[src/rtl/instr_adder_pkg.sv]
// Purpose: shared types and defaults for the instrumented adder measurement block.
// Latency: n/a (declarations only).
// Backpressure: n/a.
package instr_adder_pkg;

  typedef enum logic [1:0] {
    ST_IDLE = 2'd0,
    ST_ARM  = 2'd1,
    ST_RUN  = 2'd2,
    ST_DONE = 2'd3
  } state_t;

  // Cycles spent in ARM so the ring-tap synchroniser flushes stale samples.
  localparam int ARM_CYCLES = 2;

  localparam int DEF_WIDTH  = 32;
  localparam int DEF_NUM_CH = 4;
  localparam int DEF_CNT_W  = 32;

endpackage

[src/rtl/instrumented_adder_measure_sync_edge_counter.sv]
// Purpose: synchronise an async ring tap, detect rising edges, count them with saturation.
// Latency: an edge on ring reaches the counter 3 clk edges later (2 sync flops + edge register).
// Backpressure: none; edges arriving while en is low are dropped.
// Ports: clk/rst_n clock and async active-low reset; ring async tap; en count gate;
//        clr synchronous clear of count and overflow; count/overflow results.
module sync_edge_counter
  import instr_adder_pkg::*;
#(
  parameter int CNT_W = DEF_CNT_W
) (
  input  logic             clk,
  input  logic             rst_n,
  input  logic             ring,
  input  logic             en,
  input  logic             clr,
  output logic [CNT_W-1:0] count,
  output logic             overflow
);

  // sync[0..1] is the synchroniser, sync[2] holds the previous synchronised value.
  logic [2:0] sync;
  logic       rise;

  assign rise = sync[1] & ~sync[2];

  always_ff @(posedge clk or negedge rst_n) begin
    if (!rst_n) begin
      sync     <= '0;
      count    <= '0;
      overflow <= 1'b0;
    end else begin
      sync <= {sync[1:0], ring};
      if (clr) begin
        count    <= '0;
        overflow <= 1'b0;
      end else if (en && rise) begin
        // At all-ones the count holds and the lost edge is flagged instead.
        if (&count) overflow <= 1'b1;
        else        count    <= count + CNT_W'(1);
      end
    end
  end

endmodule

[src/rtl/instrumented_adder_measure.sv]
// Purpose: measure one adder channel by counting its ring-oscillator edges over a cycle window.
// Latency: done rises window+3 cycles after an accepted start (1 accept, 2 ARM, window RUN); 1 cycle for window=0.
// Backpressure: start is ignored while busy; active low aborts and holds control outputs idle.
// Ports: wb_clk_i/wb_rst_n_i clock and async active-low reset; active enable; start/ch_sel/window/a_in/b_in
//        request; a_out/b_out operands to channels; ring_en/ring_in ring control and taps; sum_in channel sums;
//        count/sum_out results; busy/done/overflow status.
module instrumented_adder_measure
  import instr_adder_pkg::*;
#(
  parameter int WIDTH  = DEF_WIDTH,
  parameter int NUM_CH = DEF_NUM_CH,
  parameter int CNT_W  = DEF_CNT_W,
  // Width of the window port and counter; follows CNT_W unless overridden.
  parameter int WIN_W  = CNT_W,
  localparam int SEL_W = (NUM_CH > 1) ? $clog2(NUM_CH) : 1
) (
  input  logic                    wb_clk_i,
  input  logic                    wb_rst_n_i,
  input  logic                    active,
  input  logic                    start,
  input  logic [SEL_W-1:0]        ch_sel,
  input  logic [WIN_W-1:0]        window,
  input  logic [WIDTH-1:0]        a_in,
  input  logic [WIDTH-1:0]        b_in,
  output logic [WIDTH-1:0]        a_out,
  output logic [WIDTH-1:0]        b_out,
  output logic [NUM_CH-1:0]       ring_en,
  input  logic [NUM_CH-1:0]       ring_in,
  input  logic [NUM_CH*WIDTH-1:0] sum_in,
  output logic [CNT_W-1:0]        count,
  output logic [WIDTH-1:0]        sum_out,
  output logic                    busy,
  output logic                    done,
  output logic                    overflow
);

  // Reset asserts asynchronously but releases two clock edges after wb_rst_n_i rises.
  logic [1:0] rst_q;
  logic       rst_sync_n;

  always_ff @(posedge wb_clk_i or negedge wb_rst_n_i) begin
    if (!wb_rst_n_i) rst_q <= 2'b00;
    else             rst_q <= {rst_q[0], 1'b1};
  end

  assign rst_sync_n = rst_q[1];

  state_t           state;
  logic [SEL_W-1:0] sel;
  logic [WIN_W-1:0] win_cnt;
  logic [1:0]       arm_cnt;
  logic             accept;
  logic             run_en;
  logic             ring_sel;

  assign accept   = active && start && ((state == ST_IDLE) || (state == ST_DONE));
  assign run_en   = active && (state == ST_RUN);
  // sel is clamped on accept, so it always indexes an existing channel.
  assign ring_sel = ring_in[sel];

  always_ff @(posedge wb_clk_i or negedge rst_sync_n) begin
    if (!rst_sync_n) begin
      state   <= ST_IDLE;
      sel     <= '0;
      win_cnt <= '0;
      arm_cnt <= '0;
      a_out   <= '0;
      b_out   <= '0;
      sum_out <= '0;
      ring_en <= '0;
      busy    <= 1'b0;
      done    <= 1'b0;
    end else if (!active) begin
      // Abort: control outputs go idle, measured data and operands are kept.
      state   <= ST_IDLE;
      ring_en <= '0;
      busy    <= 1'b0;
      done    <= 1'b0;
    end else begin
      case (state)
        ST_IDLE, ST_DONE: begin
          if (accept) begin
            sel     <= (int'(ch_sel) >= NUM_CH) ? '0 : ch_sel;
            win_cnt <= window;
            a_out   <= a_in;
            b_out   <= b_in;
            arm_cnt <= '0;
            if (window == '0) begin
              state <= ST_DONE;
              done  <= 1'b1;
            end else begin
              state <= ST_ARM;
              busy  <= 1'b1;
              done  <= 1'b0;
            end
          end
        end
        ST_ARM: begin
          arm_cnt <= arm_cnt + 2'd1;
          if (arm_cnt == 2'(ARM_CYCLES - 1)) begin
            state   <= ST_RUN;
            ring_en <= NUM_CH'(1) << sel;
          end
        end
        ST_RUN: begin
          win_cnt <= win_cnt - WIN_W'(1);
          if (win_cnt == WIN_W'(1)) begin
            sum_out <= sum_in[int'(sel)*WIDTH +: WIDTH];
            ring_en <= '0;
            busy    <= 1'b0;
            done    <= 1'b1;
            state   <= ST_DONE;
          end
        end
        default: state <= ST_IDLE;
      endcase
    end
  end

  sync_edge_counter #(
    .CNT_W (CNT_W)
  ) u_cnt (
    .clk      (wb_clk_i),
    .rst_n    (rst_sync_n),
    .ring     (ring_sel),
    .en       (run_en),
    .clr      (accept),
    .count    (count),
    .overflow (overflow)
  );

endmodule

[config.mk]
export PLATFORM = sky130hd
export DESIGN_NAME = instrumented_adder_measure
export DESIGN_NICKNAME = d
export VERILOG_FILES = /design/src/rtl/instr_adder_pkg.sv /design/src/rtl/instrumented_adder_measure_sync_edge_counter.sv /design/src/rtl/instrumented_adder_measure.sv
export SDC_FILE = /design/constraint.sdc
export NUM_CORES = 1
export LEC_CHECK = 0
export CAP_MARGIN = 20
export CORE_UTILIZATION = 40
export CTS_CLUSTER_DIAMETER = 200
export CTS_CLUSTER_SIZE = 14
export DETAILED_ROUTE_END_ITERATION = 6
export PLACE_DENSITY = 0.85
export SYNTH_ARGS = -nofsm -noshare
export SYNTH_HDL_FRONTEND = slang
export SYNTH_SLANG_ARGS = --single-unit
[constraint.sdc]
create_clock -name wb_clk_i -period 5.6 [get_ports wb_clk_i]
set_clock_uncertainty 0.2 [all_clocks]
set_input_delay 1.12 -clock wb_clk_i [delete_from_list [all_inputs] [get_ports wb_clk_i]]
set_output_delay 1.12 -clock wb_clk_i [all_outputs]
set_load 0.02 [all_outputs]
==> flow_metrics.tcl, run 1 <==
set metrics [dict create \
    min-delay-start "rst_q[0]" \
    cts_tree "yes" \
    ir_drop_v 0.000243 \
    drt-initial-drc-count 676 \
    critPathCaptureType "flip-flop" \
    cts_resized 0 \
    place_area_um2 12900 \
    postLayoutCellArea_um2 13600 \
    slowest_delay_ns 0.64 \
    drt_pre_antenna_iters 7 \
    violations "DRC" \
    viasPerCell 5.49 \
    nets 1499 \
    rsz0062_at_grt "false" \
    post-dp-hpwl_mm 21.6 \
    cts_hold_buf 0 \
    ys_warn_count 0 \
    min_period_ns 3.51 \
    avgSynthCellArea_um2 9.84 \
    max_slew_margin 0.393 \
    final_max_slew_viol_count 0 \
    clockBufferDepth 2 \
    antenna_found_initial 5 \
    cpMaxStageDelayCell "or4_1" \
    setup-tns-final_ns 0 \
    finalHoldViolCount 0 \
    power.leakage_nw 5.68 \
    globalplace.congestion 0.830 \
    clkLatencyLatePin_ns 0.42 \
    post_cts_buffers 0 \
    clkSlewWorstSetupHoldPaths_ns 0.07 \
    numCtsBuffers 17 \
    grt_pass1_wl_mm 45.9 \
    worstHoldPathCells 0 \
    tightest_slew_ns 0.910 \
    setup_viol 0 \
    die_height_um 152 \
    numPortBuffers 368 \
    vias 8542 \
    io_pins 369 \
    synth-seq-cells 178 \
    r2r-start "state[0]" \
    cp-start-kind "input port" \
    gr-total-overflow 0 \
    hold_slack_ns 0.161 \
    p_per_area_nw_per_um2 418 \
    yosysSeqAreaShare 0.493 \
    min_period_over_period 0.627 \
    fillerInstances 1785 \
    synthDistinctLibCells 48 \
    synth-edff-count 0 \
    synthArstFlopShare 1.00 \
    routed_wl_mm 29.3 \
    floorplan.rows 54 \
    hold_end "rst_q[1]" \
    netlist_instances 919 \
    final_cell_mix "clkdlybuf4s50_1, nand2_1, dfrtp_1" \
    routedWlPerCell_um 18.8 \
    synth-main-ff-cell "dfrtp_1" \
    remaining_drc_errors 60 \
    cp.arrival_ns 3.65 \
    required_ns 5.74 \
    p_total_mw 5.67 \
    drtAntennaViolNets 0 \
    outcome "finished with violations" \
    timing.rr.end "u_cnt.count[28]" \
    area_growth_pct 50.2 \
    cap_violations 0 \
    htreeDepth 4 \
    critPathMaxFanout 29 \
    syn-cell-area_um2 9040 \
    path_cells "clkdlybuf4s50_1 -> buf_4 -> and3_4 -> or2_2 -> o2111ai_1 -> or4_1 -> o21ai_0" \
    post-route-util 0.617 \
    critPathKind "input port to flip-flop" \
    layout_commonest_cell "clkdlybuf4s50_1" \
    start_util 0.411 \
    grt_usage 0.253 \
    fmax_ghz 0.285 \
    clock_sinks 178 \
    core_um2 22000 \
    final_layout_size_suffix_gt1_frac 0.0740 \
    die_x_um 152 \
    first_global_vias 8501 \
    cts-root-buf "clkbuf_16" \
    grt_max_degree 109 \
    r2r_setup_slack_ns 2.61 \
    rr_worst_depth 8 \
    hold_class "flip-flop to flip-flop" \
    syn_nets 1159 \
    die_area_um2 23200 \
]
## synthesized netlist by cell type (4+ instances only)
cell type | number | area [µm²]
a21oi_1 | 56 | 280
dfrtp_1 | 178 | 4450
mux4_2 | 33 | 743
nand2_1 | 253 | 950
o211ai_1 | 6 | 45.0
o22ai_1 | 30 | 188
o31ai_1 | 10 | 75.1
inv_1 | 9 | 33.8
buf_2 | 5 | 25.0
and3_1 | 8 | 50.1
mux2_1 | 30 | 338
ha_1 | 6 | 75.1
nand4_1 | 17 | 106
nor3_1 | 16 | 80.1
nand2b_1 | 4 | 25.0
o21ai_0 | 29 | 145
nor4_1 | 16 | 100
mux2i_1 | 26 | 260
nor2_1 | 32 | 120
clkbuf_1 | 42 | 158
buf_1 | 6 | 22.5
and4_1 | 5 | 43.8
nand3_1 | 27 | 135
or3_1 | 15 | 93.8
or2_2 | 4 | 25.0
or4_1 | 13 | 97.6
## critical path, delay by kind of cell
family	cells	cell delay [ns]
AOI/OAI and AO/OA	2	0.53
buffers and inverters	2	0.69
and+or+nand+nor	3	1.28
## state kept, by name, indices dropped and copies added, names as in the netlist
name            count
arm_cnt             2
win_cnt            32
busy                1
b_out              32
u_cnt.sync          3
sel                 2
u_cnt.count        32
state               2
u_cnt.overflow      1
sum_out            32
ring_en             4
rst_q               2
a_out              32
done                1
## logic make-up (layout without fill, tap and decap cells)
family,after synthesis,after routing,synth area share
AND/OR/NAND/NOR,425,425,0.217
other,1,7,0.000415
multiplexers,92,92,0.152
flip-flops,178,178,0.493
XOR/XNOR,3,3,0.00291
AO/OA/AOI/OAI,148,148,0.0970
buffers and inverters,66,418,0.0302
adder cells (fa/ha/maj),6,6,0.00830
## report_power, final
group / switching (mW) / internal, mW / total [mW]
registers: 0.368 / 1.68 / 2.05
clock network: 0.531 / 0.677 / 1.21
logic: 1.25 / 1.16 / 2.41
total: 2.15 / 3.52 / 5.67
## metrics by stage
stage          setup WS [ns]  instances
6_report                2.09       1557
4_1_cts                 2.16       1549
2_1_floorplan         0.0728        919
5_1_grt                 2.02       1556
3_5_place_dp            1.72       1518
3_3_place_gp            1.82       1518
## metal layers
layer	vias up	wire, µm	GRT usage	share of wire
li1	3987	-	-	-
met1	4110	11100	0.283	0.38
met2	374	14700	0.434	0.50
met3	71	2250	0.0677	0.077
met4	0	1310	0.148	0.045
met5	-	0	0	0
## area by class of cell
class                      count  area [µm²]  share of cell area
timing repair buffer         378        3800               0.280
antenna                        6        15.0             0.00111
clock inverter                12         145              0.0107
clock buffer                  19         443              0.0326
multi-input combinational    675        4330               0.319
sequential                   178        4460               0.328
inverter                       9        33.8             0.00249
tap                          280         350              0.0258
## worst max-delay path by stage
stage / slack [ns] / end / cells past startpoint / start
3_3_place_gp: 1.82 / u_cnt.count[26] / 7 / active
3_5_place_dp: 1.72 / u_cnt.count[28] / 7 / active
6_report: 2.09 / u_cnt.count[28] / 7 / active
4_1_cts: 2.16 / u_cnt.count[28] / 7 / active
2_1_floorplan: 0.07 / a_out[0] / 0 / rst_q[1]
5_1_grt: 2.02 / u_cnt.count[28] / 7 / active
(Power assumes the default switching activity.)
==> run 2: changes to the inputs <==
CORE_UTILIZATION = 44   (was 40)
PLACE_DENSITY = 0.89   (was 0.85)
clock period = 3.3 ns   (was 5.6 ns; I/O delays follow)
==> run 2 against run 1 <==
Net effect:
- cell area up 0.34%
- utilization up 5.9 points
- routed wire length down 2.1%
- the run now ends clean
- power up 69%
- combinational power up 69%
- highest routed layer unchanged
- clock power up 63%
- sequential cell count unchanged
- die area down 9.0%
- worst hold slack worse by 0.047 ns
==> flow_metrics.tcl, run 2 (synthesis results as in run 1) <==
set metrics [dict create \
    max_slew_margin 0.445 \
    numPortBuffers 368 \
    hold_class "flip-flop to async pin" \
    nets 1505 \
    rsz0062_at_grt "false" \
    critPathCaptureType "flip-flop" \
    fmax_ghz 0.357 \
    setup-tns-final_ns 0 \
    critPathKind "flip-flop to flip-flop" \
    drt_pre_antenna_iters 5 \
    grt_pass1_wl_mm 45.7 \
    cts_resized 0 \
    r2r-start "win_cnt[10]" \
    vias 8654 \
    globalplace.congestion 0.928 \
    cts_tree "yes" \
    hold_slack_ns 0.114 \
    viasPerCell 5.57 \
    drtAntennaViolNets 0 \
    area_growth_pct 50.7 \
    clockBufferDepth 2 \
    critPathMaxFanout 32 \
    post-dp-hpwl_mm 21.4 \
    rr_worst_depth 6 \
    r2r_setup_slack_ns 0.50 \
    routed_wl_mm 28.7 \
    finalHoldViolCount 0 \
    numCtsBuffers 17 \
    drt-initial-drc-count 517 \
    cts-root-buf "clkbuf_16" \
    clock_sinks 178 \
    grt_usage 0.275 \
    cp-startpoint "win_cnt[10]" \
    floorplan.rows 52 \
    fillerInstances 1514 \
    min_period_ns 2.80 \
    htreeDepth 4 \
    multi_input_area_um2 4330 \
    p_per_area_nw_per_um2 703 \
    die_height_um 145 \
    seqCellArea_um2 4460 \
    die_area_um2 21100 \
    cts_hold_buf 0 \
    gr-total-overflow 0 \
    final_cell_mix "clkdlybuf4s50_1, nand2_1, dfrtp_1" \
    antenna_found_initial 5 \
    cp.arrival_ns 2.90 \
    post_cts_buffers 0 \
    die_x_um 145 \
    start_util 0.448 \
    routedWlPerCell_um 18.5 \
    timing.rr.end "sum_out[16]" \
    io_pins 369 \
    tightest_slew_ns 0.831 \
    grt_max_degree 58 \
    power.leakage_nw 5.72 \
    remaining_drc_errors 0 \
    cap_violations 0 \
    setup_viol 0 \
    cp-start-kind "flip-flop" \
    clkLatencyLatePin_ns 0.42 \
    final_max_slew_viol_count 0 \
    required_ns 3.40 \
    min_period_over_period 0.848 \
    first_global_vias 8731 \
    final_layout_size_suffix_gt1_frac 0.0798 \
    clkSlewWorstSetupHoldPaths_ns 0.08 \
    layout_commonest_cell "clkdlybuf4s50_1" \
    outcome "finished, final reports clean" \
    ir_drop_v 0.000482 \
    core_um2 20200 \
]
run 2: worst max path at each step:
| stage | end | slack, ns |
|---|---|---|
| after floorplan | a_out[0] | 0.16 |
| after global placement | u_cnt.count[26] | 0.29 |
| after detailed placement | u_cnt.count[28] | 0.24 |
| after CTS | sum_out[18] | 0.52 |
| after global routing | sum_out[18] | 0.32 |
| final | sum_out[16] | 0.50 |
run 2: critical path, stage by stage (launching register included):
cell and delay [ns]:
dfrtp_1 0.45, nor4_2 0.46, and3_1 0.47, nand3_1 0.22, nor3_4 0.26, buf_12 0.24
mux2_1 0.36
run 2: power by group:
group	internal [mW]	switching [mW]	leakage, nW	total [mW]
Sequential	2.86	0.676	2.28	3.53
Combinational	1.98	2.09	3.15	4.07
Clock	1.03	0.946	0.283	1.97
Total	5.87	3.71	5.72	9.58
run 2: routing by layer:
metal | wire length, µm | GRT usage | vias up
li1 | - | - | 4006
met1 | 11000 | 0.328 | 4182
met2 | 14200 | 0.448 | 401
met3 | 2230 | 0.0727 | 65
met4 | 1330 | 0.165 | 0
met5 | 0 | 0 | -
run 2: area by class of cell:
| cell class | instances | area share |
|---|---|---|
| Tap cell | 270 | 0.0248 |
| Sequential cell | 178 | 0.327 |
| Antenna cell | 5 | 0.000918 |
| Multi-Input combinational cell | 675 | 0.318 |
| Clock buffer | 18 | 0.0322 |
| Clock inverter | 14 | 0.00991 |
| Timing Repair Buffer | 384 | 0.285 |
| Inverter | 9 | 0.00248 |
run 2: per-stage QoR:
| step | util | total power, mW | cell area [µm²] | instances | setup slack, ns |
|---|---|---|---|---|---|
| 3_3_place_gp | 0.647 | 7.46 | 13000 | 1516 | 0.293 |
| 6_report | 0.676 | 9.58 | 13600 | 1553 | 0.502 |
| 5_1_grt | 0.676 | 10.2 | 13600 | 1553 | 0.321 |
| 2_1_floorplan | - | 5.82 | 9040 | 919 | 0.160 |
| 3_5_place_dp | 0.647 | 7.62 | 13000 | 1516 | 0.237 |
| 4_1_cts | 0.675 | 9.63 | 13600 | 1548 | 0.515 |
